[config.mk]
export PLATFORM = sky130hd
export DESIGN_NAME = sec_loc_remainder
export DESIGN_NICKNAME = d
export VERILOG_FILES = /design/src/rtl/sec_loc_remainder.sv
export SDC_FILE = /design/constraint.sdc
export NUM_CORES = 1
export LEC_CHECK = 0
export ABC_AREA = 1
export BUFFER_PORTS_ARGS = -buffer_cell sky130_fd_sc_hd__buf_2
export CAP_MARGIN = 20
export CELL_PAD_IN_SITES_DETAIL_PLACEMENT = 0
export CELL_PAD_IN_SITES_GLOBAL_PLACEMENT = 1
export CORE_ASPECT_RATIO = 0.7
export CORE_MARGIN = 2
export CORE_UTILIZATION = 42
export CTS_CLUSTER_SIZE = 40
export DETAILED_ROUTE_END_ITERATION = 8
export PLACE_DENSITY = 0.84
export SYNTH_ARGS = -nofsm -noshare
export SYNTH_HDL_FRONTEND = slang
export SYNTH_SLANG_ARGS = --single-unit
[constraint.sdc]
create_clock -name clk -period 2.3 [get_ports clk]
set_input_delay 0.46 -clock clk [delete_from_list [all_inputs] [get_ports clk]]
set_output_delay 0.46 -clock clk [all_outputs]
set_load 0.02 [all_outputs]
[src/rtl/sec_loc_remainder.sv]
`default_nettype none
// ============================================================================
// Module      : sec_loc_remainder
// Description : Maps a signed single-error location l of an AN-coded word to
//               the remainder that the error leaves modulo A:
//                 l > 0 : out_r = 2^(|l|-1) mod A
//                 l < 0 : out_r = A - (2^(|l|-1) mod A)
//               The power of two is formed by iterating a single modular
//               doubler (no lookup table), one doubling per clock. A request
//               with l = 1 produces its result one edge after acceptance, and
//               in general |l| edges after acceptance.
//               Illegal locations (0, |l| > MAXL, or the most negative LW-bit
//               value) are flagged with out_err = 1 and out_r = 0.
// Revision    : 1.0  initial release
// ----------------------------------------------------------------------------
// Parameters
//   A     AN-code modulus (odd, > 2)
//   RW    remainder width, A < 2^RW
//   LW    signed location width, MAXL < 2^(LW-1)
//   MAXL  largest legal |l|
// Ports
//   clk        sole clock, rising edge
//   rst        synchronous active-high reset
//   in_valid   request present
//   in_ready   block accepts a request (IDLE only)
//   in_l       signed location, sampled on the accept edge only
//   out_valid  result held on out_r / out_err
//   out_ready  consumer takes the result
//   out_r      remainder (holds last value outside DONE)
//   out_err    request carried an illegal location
//   busy       a request is in flight (CALC or DONE)
// ============================================================================
module sec_loc_remainder #(
  parameter int A    = 17619,
  parameter int RW   = 15,
  parameter int LW   = 7,
  parameter int MAXL = 43
) (
  input  logic          clk,
  input  logic          rst,
  input  logic          in_valid,
  output logic          in_ready,
  input  logic [LW-1:0] in_l,
  output logic          out_valid,
  input  logic          out_ready,
  output logic [RW-1:0] out_r,
  output logic          out_err,
  output logic          busy
);

  // --------------------------------------------------------------------------
  // Constants
  // --------------------------------------------------------------------------
  localparam logic [RW:0]   c_a_ext = (RW+1)'(A);
  localparam logic [RW-1:0] c_a     = RW'(A);
  localparam logic [LW-1:0] c_maxl  = LW'(MAXL);
  localparam logic [LW-1:0] c_lmin  = {1'b1, {(LW-1){1'b0}}};

  // --------------------------------------------------------------------------
  // State
  // --------------------------------------------------------------------------
  typedef enum logic [1:0] {
    S_IDLE = 2'd0,
    S_CALC = 2'd1,
    S_DONE = 2'd2
  } state_t;

  state_t        r_state;
  logic          r_sign;     // error polarity captured at accept
  logic          r_bad;      // captured location was illegal
  logic [LW-1:0] r_cnt;      // doublings still to perform
  logic [RW-1:0] r_acc;      // running 2^k mod A, always in [1, A-1]
  logic [RW-1:0] r_out_r;
  logic          r_out_err;

  // --------------------------------------------------------------------------
  // Location decode (only meaningful on the accept edge)
  // --------------------------------------------------------------------------
  logic          w_neg;
  logic [LW-1:0] w_mag;
  logic          w_illegal;
  logic          w_accept;

  assign w_neg    = in_l[LW-1];
  // For the most negative value the negation wraps back to itself; that
  // value is rejected explicitly below, so the wrap never reaches r_cnt.
  assign w_mag    = w_neg ? (LW'(0) - in_l) : in_l;
  assign w_illegal = (in_l == '0) || (in_l == c_lmin) || (w_mag > c_maxl);
  assign w_accept = (r_state == S_IDLE) && in_valid;

  // --------------------------------------------------------------------------
  // Modular doubler: acc < A, so 2*acc < 2A fits in RW+1 bits and a single
  // conditional subtract brings it back into [0, A-1]. Since A is odd and
  // acc starts at 1, acc never becomes 0.
  // --------------------------------------------------------------------------
  logic [RW:0]   w_dbl;
  logic          w_ge;
  logic [RW-1:0] w_acc_next;

  assign w_dbl      = {r_acc, 1'b0};
  assign w_ge       = (w_dbl >= c_a_ext);
  assign w_acc_next = RW'(w_ge ? (w_dbl - c_a_ext) : w_dbl);

  // --------------------------------------------------------------------------
  // Control FSM and datapath registers
  // --------------------------------------------------------------------------
  always_ff @(posedge clk) begin
    if (rst) begin
      r_state   <= S_IDLE;
      r_sign    <= 1'b0;
      r_bad     <= 1'b0;
      r_cnt     <= '0;
      r_acc     <= '0;
      r_out_r   <= '0;
      r_out_err <= 1'b0;
    end else begin
      case (r_state)
        S_IDLE: begin
          if (w_accept) begin
            r_sign  <= w_neg;
            r_bad   <= w_illegal;
            r_acc   <= RW'(1);
            // An illegal request skips all doublings and resolves on the
            // next edge, giving the same one-edge latency as |l| = 1.
            r_cnt   <= w_illegal ? '0 : (w_mag - LW'(1));
            r_state <= S_CALC;
          end
        end

        S_CALC: begin
          if (r_cnt != '0) begin
            r_acc <= w_acc_next;
            r_cnt <= r_cnt - LW'(1);
          end else begin
            if (r_bad) begin
              r_out_r   <= '0;
              r_out_err <= 1'b1;
            end else begin
              // acc is never 0, so A - acc stays inside [1, A-1].
              r_out_r   <= r_sign ? (c_a - r_acc) : r_acc;
              r_out_err <= 1'b0;
            end
            r_state <= S_DONE;
          end
        end

        S_DONE: begin
          // Result registers are left untouched so they hold after the
          // handshake; a new request can only be taken from IDLE.
          if (out_ready) begin
            r_state <= S_IDLE;
          end
        end

        default: begin
          r_state <= S_IDLE;
        end
      endcase
    end
  end

  // --------------------------------------------------------------------------
  // Outputs: straight decodes of registered state
  // --------------------------------------------------------------------------
  assign in_ready  = (r_state == S_IDLE);
  assign out_valid = (r_state == S_DONE);
  assign busy      = (r_state != S_IDLE);
  assign out_r     = r_out_r;
  assign out_err   = r_out_err;

endmodule
`default_nettype wire

==> summary.txt, run 1 <==
Clock network
  – Worst-Skew Late Latency: 0.30 ns
  – Quantity of hold-fixing buffers added after cts: 0
  – Count of buffers added by post-CTS timing repair for setup: 0
  – CTS clock-pin slew for the worst setup and hold paths: 0.08 ns
  – Number of buffers created by CTS: 5
  – Sink count of the clock tree: 42
  – Root buffer cell: sky130_fd_sc_hd__clkbuf_8
  – CTS tree: done
  – Max H-tree Level: 2
  – Number of buffers between clock root and the deepest sink: 2

Routing
  – Mean number of vias per cell: 5.000
  – Drt pass-1 iters: 4
  – DR DRC count: 0
  – Routed vias: 2,730
  – Routed WL: 6782 µm
  – Average wire per standard cell: 12.42 µm
  – Drt initial violations: 161
  – Post-route antenna net violation count: 0

Logic synthesis
  – Most frequently used cell type in the post-synthesis netlist: sky130_fd_sc_hd__nand2_1
  – Area fraction of the dominant cell type after synthesis: 29.92%
  – Number of flip-flops and latches in the synthesized netlist: 42
  – Asr flop ratio synth: 0%
  – Library cell with the largest summed area after synthesis: sky130_fd_sc_hd__dfxtp_1
  – Post-synthesis share of cell area spent on full adders, half adders and majority gates: 3.562%
  – Largest family of logic cells by synthesized area: simple AND/OR/NAND/NOR gates
  – Cell variety after synth: 40
  – Post-synthesis compound-gate area fraction: 16.79%
  – Netlist area before placement: 2810 µm²
  – Xor-xnor portion of the synthesized cell area: 2.493%
  – Mux cell area share after synthesis: 0%
  – Cell types with the highest counts after synthesis: sky130_fd_sc_hd__nand2_1 (117), sky130_fd_sc_hd__inv_1 (47), sky130_fd_sc_hd__a21oi_1 (43)
  – Number of warnings reported in the yosys synthesis log: 0
  – Number of instances in the synthesized netlist: 430
  – Post-synthesis share of cell area spent on and, or, nand and nor gates: 36.38%
  – Sequential area share after synthesis: 29.92%
  – Syn Nets: 449
  – Most area-consuming cells after synthesis: sky130_fd_sc_hd__dfxtp_1 (30%), sky130_fd_sc_hd__nand2_1 (16%), sky130_fd_sc_hd__a21oi_1 (7.7%)
  – Most common flop cell mapped by yosys: sky130_fd_sc_hd__dfxtp_1
  – Average cell area after synthesis: 6.535 µm²
  – Number of synthesized flops with an enable pin: 0

Final layout
  – Fraction of final layout cells with drive strength greater than 1: 15.60%
  – Final std cell area, no fill: 3094 µm²
  – Total number of nets in the final design: 473
  – P&R area growth vs syn: 10.11%
  – Diode insertion count for antenna repair: 0

Die
  – Horiz. Die Dim: 101.8 µm
  – Starting Density: 44.35%
  – Number of top-level design ports: 30
  – Num rows: 24
  – Area enclosed by the die boundary: 7371 µm²
  – Die Height: 72.44 µm
  – Area of the core: 6336 µm²

Setup path
  – Critical setup path kind: reg -> reg
  – Critical Path RT: 2.54 ns
  – Type of element capturing the critical path: flop
  – Critical path startpoint category: flop
  – Slowest cell delay on critical path: 0.44 ns
  – Crit-path slowest cell: sky130_fd_sc_hd__dfxtp_1
  – Crit path arrival time: 2.19 ns
  – Critical path peak fanout: 20
  – Cells traversed along the worst timing path: inv_1 -> ha_1 -> nor2_1 -> nor2_1 -> nor2_2 -> nand3_2 -> nand2_4 -> nand2_1 -> nand2_1 -> nand3_1 -> a21oi_1

Global route
  – Number of global-route vias before repair: 2,366
  – Total Routing Usage GR: 19.91%
  – Antenna violations before repair: 0
  – Residual overflow from global routing: 0
  – First-pass GRT wire length: 11,650 µm
  – Largest net degree at the start of global routing: 26

Power and ir drop
  – Worst vdd rail ir drop: 0.0002752 V
  – Internal Pwr Total: 0.001260 W
  – Ratio of total power to cell area: 668.1 nW/µm²
  – Logic pwr share: 34.9%
  – Clock network fraction of total power: 24.8%
  – Switching power summed over all nets: 0.0008070 W
  – Switching share of total power: 39.04%
  – Total leakage power: 1.437 nW
  – Sequential share of power: 40.3%

Hold path
  – Type of the tightest min-delay check: in -> reg

STA
  – Number of setup violations in the final report: 0
  – Pin slew with the least headroom to its limit: 0.4893 ns
  – Period Utilization, post-route: 84.88%
  – FMAX: 512.2 MHz
  – Final Hold Fails: 0
  – Skew final: 0.004463 ns
  – Min Tclk post-route: 1.952 ns
  – Setup repair after global routing missed its margin: no
  – Max-slew violation count: 0
  – Worst slew margin relative to its limit: 67.34%
  – Sum of negative setup slack: 0 ns

Place
  – Post-DP Area: 2998 µm²
  – Half-perimeter wire length of the detailed placement result: 4995 µm
  – Final GP Congestion: 0.8613
  – PortBufs: 29

Flow run
  – Count of maximum capacitance violations: 0

Outcome
  – Outcome: finished, final reports clean
-- worst max-delay path: cells and delay by family (launching register included) --
family / cells / cell delay [ns]
flip-flops: 1 / 0.44
AND/OR/NAND/NOR: 8 / 0.98
buffers and inverters: 1 / 0.12
AO/OA/AOI/OAI: 1 / 0.13
adder cells (fa/ha/maj): 1 / 0.20
-- placed cells by master, fill, tap and decap left out, types with 2 or more instances in the layout --
cell,instances
sky130_fd_sc_hd__inv_2,7
sky130_fd_sc_hd__ha_1,8
sky130_fd_sc_hd__nor2_4,3
sky130_fd_sc_hd__o21ai_0,21
sky130_fd_sc_hd__xor2_1,7
sky130_fd_sc_hd__nand3_2,5
sky130_fd_sc_hd__a31oi_1,2
sky130_fd_sc_hd__nand3_1,32
sky130_fd_sc_hd__nand2_4,3
sky130_fd_sc_hd__clkbuf_8,6
sky130_fd_sc_hd__buf_4,3
sky130_fd_sc_hd__o21ai_1,7
sky130_fd_sc_hd__a21oi_1,43
sky130_fd_sc_hd__dfxtp_1,42
sky130_fd_sc_hd__nor3_1,4
sky130_fd_sc_hd__nor2_1,32
sky130_fd_sc_hd__nand2_2,3
sky130_fd_sc_hd__nand2_1,117
sky130_fd_sc_hd__o211ai_1,3
sky130_fd_sc_hd__inv_1,47
sky130_fd_sc_hd__a21oi_2,2
sky130_fd_sc_hd__nand4_1,12
sky130_fd_sc_hd__buf_2,29
-- flip-flops by register name (all words and copies together), names as in the netlist --
signal	cells
r_state	2
out_err	1
r_bad	1
r_sign	1
r_cnt	7
r_acc	15
out_r	15
-- path summary, 6_finish.rpt --
check | start | depth (start not counted) | to | slack (ns)
worst max-delay path | r_acc[2] | 11 | r_acc[13] | 0.35
worst min-delay path | rst | 2 | out_r[10] | 0.45
worst max register to register | r_acc[2] | 11 | r_acc[13] | 0.35
worst min register to register | out_r[10] | 2 | out_r[10] | 0.46
-- logic make-up after synthesis --
| group | Yosys count |
|---|---|
| adder cells (fa/ha/maj) | 8 |
| buffers and inverters | 70 |
| AND/OR/NAND/NOR | 218 |
| flip-flops | 42 |
| AO/OA/AOI/OAI | 84 |
| XOR/XNOR | 8 |
-- power by group through the flow --
| stage | logic [W] | clock network, W | registers (W) |
|---|---|---|---|
| finish | 0.000722 | 0.000512 | 0.000833 |
| global route | 0.000817 | 0.000545 | 0.000842 |
| CTS | 0.000720 | 0.000525 | 0.000833 |
| global placement | 0.000712 | 0 | 0.000849 |
| detailed placement | 0.000716 | 0 | 0.000849 |
| floorplan | 0.000572 | 0 | 0.000852 |
-- final cells by class --
type | count | area, µm²
clock buffer | 7 | 86.33
clock inverter | 1 | 5.005
fill | 705 | 3242
inverter | 55 | 211.5
multi-input combinational | 318 | 1669
sequential | 42 | 840.8
tap | 91 | 113.9
timing repair buffer | 32 | 167.7
-- layer usage --
layer / part of all wire [%] / vias up / global-route usage [%] / wire, µm
li1: - / 1452 / - / -
met1: 57 / 1195 / 32.86 / 3843
met2: 36 / 76 / 25.95 / 2466
met3: 6.1 / 7 / 3.468 / 412
met4: 0.87 / 0 / 4.505 / 59
met5: 0 / - / 0 / 0
-- stage by stage --
step / utilization, % / setup WS [ns] / total power [W] / hold slack (ns) / instances
2_1_floorplan: - / 0.4378 / 0.001425 / 0.4661 / 430
6_report: 48.83 / 0.3477 / 0.002067 / 0.4490 / 546
3_5_place_dp: 47.31 / 0.1749 / 0.001565 / 0.4530 / 538
5_1_grt: 48.83 / 0.05856 / 0.002204 / 0.4856 / 546
4_1_cts: 48.76 / 0.2530 / 0.002077 / 0.4492 / 546
3_3_place_gp: 47.31 / 0.2120 / 0.001561 / 0.4453 / 538
-- timing repair --
action	CTS	global route
gates resized for setup	0	1
hold endpoints to repair	0	0
setup endpoints to repair	0	5
Power figures use the tool's default switching activity.
==> inputs of run 2 (changes only) <==
- ABC_AREA: 1 -> 0
- CORE_UTILIZATION: 42 -> 43
- PLACE_DENSITY: 0.84 -> 0.83
- clock period: 2.3 -> 1.8 ns (I/O delays scaled with it)
==> run 2 against run 1 <==
Effect of this change: the run now ends with setup timing left; sequential power rose by 33%; synthesized cell count shrank 23%; clock-buffer cell count unchanged; sequential cell count did not move; global-route usage increased by 2.8 points; clock skew grew 0.0024 ns; register-to-register slack worse by 0.32 ns; wire length is 4.5% higher; clock power rose by 14%; combinational power up 84%; synthesized area down 8.1%; largest cell class unchanged; highest routed layer unchanged.
==> summary.txt, run 2 <==
Setup path
  – Type of element capturing the critical path: flop (unchanged)
  – Crit path arrival time: 2.04 ns (was 2.19 ns)
  – Critical path startpoint category: input pin (was flop)
  – Crit path to: r_cnt[4] (was r_acc[13])
  – Register-to-Register Path Depth: 9 (was 11)
  – Worst path buffer plus inverter count: 2 (was 1)
  – Destination of the worst register-to-register timing path: r_acc[9] (was r_acc[13])
  – Critical path peak fanout: 6 (was 20)
  – Critical setup path kind: in -> reg (was reg -> reg)
  – Slowest cell delay on critical path: 0.32 ns (was 0.44 ns)
  – Cells traversed along the worst timing path: buf_12 -> inv_12 -> ha_4 -> mux2_4 -> ha_4 -> nand3b_1 -> a21oi_2 -> o32ai_4 -> a221oi_2 -> nor3_2 (was inv_1 -> ha_1 -> nor2_1 -> nor2_1 -> nor2_2 -> nand3_2 -> nand2_4 -> nand2_1 -> nand2_1 -> nand3_1 -> a21oi_1)
  – Start point of the critical path: in_l[1] (was r_acc[2])
  – Critical Path RT: 1.98 ns (was 2.54 ns)
  – Register-to-register setup slack: 0.03 ns (was 0.35 ns)
  – Path length in cells of the critical path: 10 (was 11)
  – Most common cell type on the critical path: sky130_fd_sc_hd__ha_4
  – Gate family responsible for the most delay along the worst path: compound AO/OA/AOI/OAI gates (was simple AND/OR/NAND/NOR gates)
  – Origin of the critical flop-to-flop path: r_acc[2] (unchanged)
  – Crit-path slowest cell: sky130_fd_sc_hd__a221oi_2 (was sky130_fd_sc_hd__dfxtp_1)

Logic synthesis
  – Sequential area share after synthesis: 32.54% (was 29.92%)
  – Number of flip-flops and latches in the synthesized netlist: 42 (unchanged)
  – Most common flop cell mapped by yosys: sky130_fd_sc_hd__dfxtp_1 (unchanged)
  – Asr flop ratio synth: 0% (unchanged)
  – Most area-consuming cells after synthesis: sky130_fd_sc_hd__dfxtp_1 (33%), sky130_fd_sc_hd__xor2_1 (6.1%), sky130_fd_sc_hd__xnor2_1 (5.4%) (was sky130_fd_sc_hd__dfxtp_1 (30%), sky130_fd_sc_hd__nand2_1 (16%), sky130_fd_sc_hd__a21oi_1 (7.7%))
  – Cell types with the highest counts after synthesis: sky130_fd_sc_hd__dfxtp_1 (42), sky130_fd_sc_hd__nor2_1 (36), sky130_fd_sc_hd__nand2_1 (34) (was sky130_fd_sc_hd__nand2_1 (117), sky130_fd_sc_hd__inv_1 (47), sky130_fd_sc_hd__a21oi_1 (43))
  – Number of warnings reported in the yosys synthesis log: 0 (unchanged)
  – Most frequently used cell type in the post-synthesis netlist: sky130_fd_sc_hd__dfxtp_1 (was sky130_fd_sc_hd__nand2_1)
  – Syn Nets: 351 (was 449)
  – Netlist area before placement: 2584 µm² (was 2810 µm²)
  – Cell variety after synth: 50 (was 40)
  – Number of instances in the synthesized netlist: 332 (was 430)
  – Area fraction of the dominant cell type after synthesis: 32.54% (was 29.92%)
  – Average cell area after synthesis: 7.782 µm² (was 6.535 µm²)
  – Number of synthesized flops with an enable pin: 0 (unchanged)
  – Library cell with the largest summed area after synthesis: sky130_fd_sc_hd__dfxtp_1 (unchanged)

Clock network
  – Max H-tree Level: 2 (unchanged)
  – CTS tree: done (unchanged)
  – CTS clock-pin slew for the worst setup and hold paths: 0.08 ns (about the same)
  – Number of buffers created by CTS: 5 (unchanged)
  – Worst-Skew Late Latency: 0.29 ns (was 0.30 ns)
  – Sink count of the clock tree: 42 (unchanged)
  – Number of buffers between clock root and the deepest sink: 2 (unchanged)
  – Root buffer cell: sky130_fd_sc_hd__clkbuf_8 (unchanged)
  – Quantity of hold-fixing buffers added after cts: 0 (unchanged)

Global route
  – Largest net degree at the start of global routing: 23 (was 26)
  – Residual overflow from global routing: 0 (unchanged)
  – Number of global-route vias before repair: 2,399 (was 2,366)
  – First-pass GRT wire length: 11,990 µm (was 11,650 µm)
  – Total Routing Usage GR: 22.68% (was 19.91%)
  – Antenna violations before repair: 0 (unchanged)

STA
  – Min Tclk post-route: 1.865 ns
  – Skew final: 0.006871 ns (was 0.004463 ns)
  – Worst slew margin relative to its limit: 66.54% (was 67.34%)
  – Worst setup margin: -0.06517 ns (was 0.3477 ns)
  – Final Hold Fails: 0 (unchanged)
  – FMAX: 536.1 MHz
  – Number of setup violations in the final report: 2 (was 0)
  – Setup repair after global routing missed its margin: yes (was no)
  – Pin slew with the least headroom to its limit: 0.5012 ns (was 0.4893 ns)
  – Period Utilization, post-route: 103.6%
  – Max-slew violation count: 0 (unchanged)

Place
  – Half-perimeter wire length of the detailed placement result: 5185 µm (was 4995 µm)
  – PortBufs: 29 (unchanged)
  – Post-DP Area: 3234 µm² (was 2998 µm²)
  – Final GP Congestion: 0.8283 (was 0.8613)

Final layout
  – Total number of nets in the final design: 427 (was 473)
  – Utilization after layout: 62.26% (was 48.83%)
  – Filler Cells Inserted: 521 (was 705)
  – Most frequent cells in the layout: sky130_fd_sc_hd__buf_4 (59), sky130_fd_sc_hd__dfxtp_1 (39), sky130_fd_sc_hd__nor2_1 (34) (was sky130_fd_sc_hd__nand2_1 (117), sky130_fd_sc_hd__inv_1 (47), sky130_fd_sc_hd__a21oi_1 (43))
  – Commonest non-fill, non-tap cell in the layout: sky130_fd_sc_hd__buf_4 (was sky130_fd_sc_hd__nand2_1)
  – Multi-input logic area: 1833 µm² (was 1669 µm²)
  – Sequential cell area: 844.6 µm² (was 840.8 µm²)
  – Final std cell area, no fill: 3583 µm² (was 3094 µm²)
  – Diode insertion count for antenna repair: 0 (unchanged)
  – Fraction of final layout cells with drive strength greater than 1: 36.52% (was 15.60%)
  – P&R area growth vs syn: 38.69% (was 10.11%)

Hold path
  – Type of the tightest min-delay check: in -> reg (unchanged)

Die
  – Area of the core: 5756 µm² (was 6336 µm²)
  – Die Height: 68.86 µm (was 72.44 µm)
  – Horiz. Die Dim: 96.65 µm (was 101.8 µm)
  – Number of top-level design ports: 30 (unchanged)
  – Area enclosed by the die boundary: 6655 µm² (was 7371 µm²)
  – Num rows: 23 (was 24)
  – Starting Density: 44.89% (was 44.35%)

Power and ir drop
  – Ratio of total power to cell area: 844.7 nW/µm² (was 668.1 nW/µm²)
  – Worst vdd rail ir drop: 0.0003928 V (was 0.0002752 V)
  – Total leakage power: 1.412 nW (was 1.437 nW)
  – Total design power: 0.003027 W (was 0.002067 W)

Routing
  – Post-route antenna net violation count: 0 (unchanged)
  – Routed vias: 2,524 (was 2,730)
  – Drt initial violations: 125 (was 161)
  – Routed WL: 7089 µm (was 6782 µm)
  – Average wire per standard cell: 14.68 µm (was 12.42 µm)
  – Mean number of vias per cell: 5.226 (was 5.000)
  – Drt pass-1 iters: 4 (unchanged)
  – DR DRC count: 0 (unchanged)

Outcome
  – Outcome: finished with violations (was finished, final reports clean)
  – Failing checks: setup timing

Flow run
  – Count of maximum capacitance violations: 0 (unchanged)
[run 2: cell types whose count changed after synthesis, moves of 8 or more]
cell                       delta
sky130_fd_sc_hd__a21oi_1     -16
sky130_fd_sc_hd__clkbuf_1     +8
sky130_fd_sc_hd__inv_1       -34
sky130_fd_sc_hd__nand2_1     -83
sky130_fd_sc_hd__nand3_1     -26
sky130_fd_sc_hd__nand4_1     -10
sky130_fd_sc_hd__nor3_1      +13
sky130_fd_sc_hd__o21ai_0     -17
sky130_fd_sc_hd__o21ai_1     +10
sky130_fd_sc_hd__xnor2_1     +15
sky130_fd_sc_hd__xor2_1      +11
[run 2: logic make-up (layout without fill, tap and decap cells)]
group | Yosys count | after routing | share of synthesized area, %
and+or+nand+nor | 129 | 129 | 24.60
muxes | 3 | 3 | 1.211
DFF | 42 | 42 | 32.54
xor gates and xnor gates | 34 | 34 | 11.53
buffers and inverters | 36 | 112 | 5.859
AOI/OAI and AO/OA | 80 | 80 | 20.39
adders and majority gates | 8 | 8 | 3.874
[run 2: where the power goes]
| part | total [W] | leakage (nW) | internal [W] | switching [W] |
|---|---|---|---|---|
| sequential | 0.00111 | 0.342 | 0.00102 | 0.0000988 |
| clock | 0.000583 | 0.0383 | 0.000268 | 0.000316 |
| combinational | 0.00133 | 1.03 | 0.000583 | 0.000746 |
| total | 0.00303 | 1.41 | 0.00187 | 0.00116 |
[run 2: how the worst min path moves through the flow]
stage | start | to | slack [ns] | cells past startpoint
finish | out_ready | r_state[1] | 0.32 | 3
CTS | out_ready | r_state[1] | 0.32 | 3
floorplan | r_acc[2] | r_acc[2] | 0.46 | 2
global placement | out_r[14] | out_r[14] | 0.43 | 2
global route | out_ready | r_state[1] | 0.37 | 3
detailed placement | out_r[13] | out_r[13] | 0.44 | 2
[run 2: metal layers]
layer | routed length, µm | GRT usage, % | share of wire, % | vias to the layer above
met2 | 3044 | 35.24 | 43 | 53
li1 | - | - | - | 1296
met3 | 372 | 4.032 | 5.2 | 6
met5 | 0 | 0 | 0 | -
met1 | 3617 | 33.23 | 51 | 1169
met4 | 55 | 4.754 | 0.78 | 0
[run 2: cell type report]
type	instances	area share, %
clock buffer	7	2.130
inverter	13	1.781
multi-input combinational	254	51.15
sequential	42	23.57
tap	75	2.619
timing repair buffer	92	18.75
[run 2: timing repair]
action / in CTS / in global routing
setup endpoints to repair: 24 / 31
gates resized for setup: 22 / 25
setup buffers: 3 / 6
pin swaps: 15 / 14
[run 2: tightest hold or removal path, delay by kind of cell]
family                 cells  cell delay (ns)
and+or+nand+nor            1             0.09
buffers and inverters      1             0.07
AOI/OAI and AO/OA          1             0.06
[run 2: metrics by stage]
| step | TNS (ns) | setup WS [ns] | instances | hold WS (ns) |
|---|---|---|---|---|
| after floorplan | -0.6930 | -0.1560 | 332 | 0.4648 |
| after global placement | -3.165 | -0.4201 | 467 | 0.4342 |
| after detailed placement | -4.216 | -0.5050 | 467 | 0.4426 |
| after CTS | -0.07963 | -0.05214 | 477 | 0.3244 |
| after global routing | -1.047 | -0.1146 | 483 | 0.3689 |
| final | -0.08052 | -0.06517 | 483 | 0.3247 |
==> inputs of run 3 (changes only) <==
- SKIP_LAST_GASP: not set -> 1
==> run 3 against run 2 <==
Effect of this change: first-iteration DRC count down 22%; final cell count unchanged; design area down 0.14%; utilization down 0.087 points; clock power down 0.7%; sequential power about the same; the run still ends with setup timing left; maximum frequency up 0.59%; critical endpoint unchanged.
==> summary.txt, run 3 (same netlist as run 2, synthesis figures left out) <==
Outcome
  – Outcome: finished with violations (unchanged)
  – Failing checks: setup timing (unchanged)

Place
  – Post-DP Area: 3234 µm² (unchanged)
  – Cell count after placement: 467 (unchanged)
  – Half-perimeter wire length of the detailed placement result: 5185 µm (unchanged)
  – Worst setup timing slack at the placement stage: -0.5050 ns (unchanged)
  – PortBufs: 29 (unchanged)
  – Final GP Congestion: 0.8283 (unchanged)

Setup path
  – Crit path arrival time: 2.03 ns (was 2.04 ns)
  – Type of element capturing the critical path: flop (unchanged)
  – Critical Path RT: 1.98 ns (about the same)
  – Critical path peak fanout: 6 (unchanged)
  – Critical setup path kind: in -> reg (unchanged)
  – Register-to-register setup slack: 0.03 ns (about the same)
  – Critical path startpoint category: input pin (unchanged)

Final layout
  – Most frequent cells in the layout: sky130_fd_sc_hd__buf_4 (59), sky130_fd_sc_hd__dfxtp_1 (39), sky130_fd_sc_hd__nor2_1 (34) (unchanged)
  – Final std cell area, no fill: 3578 µm² (was 3583 µm²)
  – Total number of nets in the final design: 427 (unchanged)
  – Non-filler cells, final: 483 (unchanged)
  – Commonest non-fill, non-tap cell in the layout: sky130_fd_sc_hd__buf_4 (unchanged)
  – Filler Cells Inserted: 521 (unchanged)
  – P&R area growth vs syn: 38.50% (was 38.69%)
  – Fraction of final layout cells with drive strength greater than 1: 36.27% (was 36.52%)
  – Diode insertion count for antenna repair: 0 (unchanged)

STA
  – Sum of negative setup slack: -0.09648 ns (was -0.08052 ns)
  – Worst setup margin: -0.05418 ns (was -0.06517 ns)
  – Pin slew with the least headroom to its limit: 0.4870 ns (was 0.5012 ns)
  – FMAX: 539.3 MHz (was 536.1 MHz)
  – Max-slew violation count: 0 (unchanged)
  – Final Hold Fails: 0 (unchanged)
  – Worst slew margin relative to its limit: 67.49% (was 66.54%)
  – Min Tclk post-route: 1.854 ns (was 1.865 ns)
  – Skew final: 0.005986 ns (was 0.006871 ns)
  – Period Utilization, post-route: 103.0% (was 103.6%)
  – Number of setup violations in the final report: 3 (was 2)
  – Setup repair after global routing missed its margin: yes (unchanged)

Global route
  – Largest net degree at the start of global routing: 23 (unchanged)
  – Residual overflow from global routing: 0 (unchanged)
  – Total Routing Usage GR: 22.68% (unchanged)
  – First-pass GRT wire length: 11,990 µm (unchanged)
  – Antenna violations before repair: 0 (unchanged)
  – Number of global-route vias before repair: 2,399 (unchanged)

Routing
  – Drt initial violations: 98 (was 125)
  – Average wire per standard cell: 14.67 µm (was 14.68 µm)
  – Mean number of vias per cell: 5.228 (was 5.226)
  – DR DRC count: 0 (unchanged)
  – Post-route antenna net violation count: 0 (unchanged)
  – Routed WL: 7085 µm (was 7089 µm)
  – Routed vias: 2,525 (was 2,524)
  – Drt pass-1 iters: 4 (unchanged)

Die
  – Area of the core: 5756 µm² (unchanged)
  – Num rows: 23 (unchanged)
  – Number of top-level design ports: 30 (unchanged)
  – Area enclosed by the die boundary: 6655 µm² (unchanged)
  – Die Height: 68.86 µm (unchanged)
  – Horiz. Die Dim: 96.65 µm (unchanged)
  – Starting Density: 44.89% (unchanged)

Clock network
  – Number of buffers between clock root and the deepest sink: 2 (unchanged)
  – Sink count of the clock tree: 42 (unchanged)
  – Quantity of hold-fixing buffers added after cts: 0 (unchanged)
  – CTS clock-pin slew for the worst setup and hold paths: 0.08 ns (about the same)
  – Worst-Skew Late Latency: 0.29 ns (about the same)
  – Number of buffers created by CTS: 5 (unchanged)
  – Max H-tree Level: 2 (unchanged)
  – Root buffer cell: sky130_fd_sc_hd__clkbuf_8 (unchanged)
  – CTS tree: done (unchanged)

Power and ir drop
  – Switching share of total power: 38.22% (was 38.35%)
  – Ratio of total power to cell area: 844.2 nW/µm² (was 844.7 nW/µm²)
  – Sequential share of power: 36.9% (was 36.8%)
  – Switching power summed over all nets: 0.001155 W (was 0.001161 W)
  – Total leakage power: 1.411 nW (was 1.412 nW)
  – Internal Pwr Total: 0.001866 W (about the same)
  – Clock network fraction of total power: 19.2% (was 19.3%)
  – Worst vdd rail ir drop: 0.0003922 V (was 0.0003928 V)
  – Logic pwr share: 44.0% (was 43.9%)

Hold path
  – Type of the tightest min-delay check: in -> reg (unchanged)

Flow run
  – Count of maximum capacitance violations: 0 (unchanged)
## run 3: cell counts in the layout (fill, tap and decap cells not counted)
No cell type changed its count.
## run 3: path summary, 6_finish.rpt
check,start,endpoint,cells after the start
worst max register to register,r_acc[2],r_acc[9],9
worst min register to register,out_r[14],out_r[14],2
worst max-delay path,in_l[1],r_cnt[4],10
worst min-delay path,out_ready,r_state[1],3
## run 3: power by group through the flow
stage                     combinational (W)  sequential [W]  clock, W
after floorplan                    0.000775         0.00111         0
after global placement              0.00118         0.00112         0
after detailed placement            0.00120         0.00112         0
after CTS                           0.00125         0.00111  0.000594
after global routing                0.00147         0.00113  0.000632
final                               0.00133         0.00111  0.000579
## run 3: per-stage QoR
| step | hold WS, ns | power, W | util (%) |
|---|---|---|---|
| floorplan | 0.4648 | 0.001888 | - |
| detailed placement | 0.4426 | 0.002317 | 56.20 |
| CTS | 0.3244 | 0.002954 | 59.59 |
| finish | 0.3266 | 0.003021 | 62.17 |
| global route | 0.3689 | 0.003225 | 62.17 |
| global placement | 0.4342 | 0.002296 | 56.20 |
## run 3: critical path: stages
cell	delay [ns]
sky130_fd_sc_hd__buf_12	0.10
sky130_fd_sc_hd__inv_12	0.03
sky130_fd_sc_hd__ha_4	0.22
sky130_fd_sc_hd__mux2_4	0.27
sky130_fd_sc_hd__ha_4	0.15
sky130_fd_sc_hd__nand3b_1	0.16
sky130_fd_sc_hd__a21oi_2	0.21
sky130_fd_sc_hd__o32ai_4	0.16
sky130_fd_sc_hd__a221oi_2	0.31
sky130_fd_sc_hd__nor3_2	0.05
## run 3: area by class of cell
cell class              instances  area, µm²  area share (%)
inverters                      13      63.81           1.783
flip-flops and latches         42      844.6           23.60
multi-input cells             254       1828           51.08
well taps                      75      93.84           2.622
clock buffers                   7      76.32           2.133
repair buffers                 92      671.9           18.78
## run 3: routing by layer
layer	global-route usage, %	wire length (µm)	vias up
met1	33.23	3690	1174
met5	0	0	-
li1	-	-	1296
met3	4.032	298	4
met4	4.754	45	0
met2	35.24	3050	51
## run 3: what timing repair did
item | in CTS | in global routing
setup buffers | 3 | 6
hold endpoints to repair | 0 | 0
pin swaps | 14 | 14
gates cloned | 0 | 0
resized for setup | 22 | 24
endpoints found under the setup margin | 24 | 31
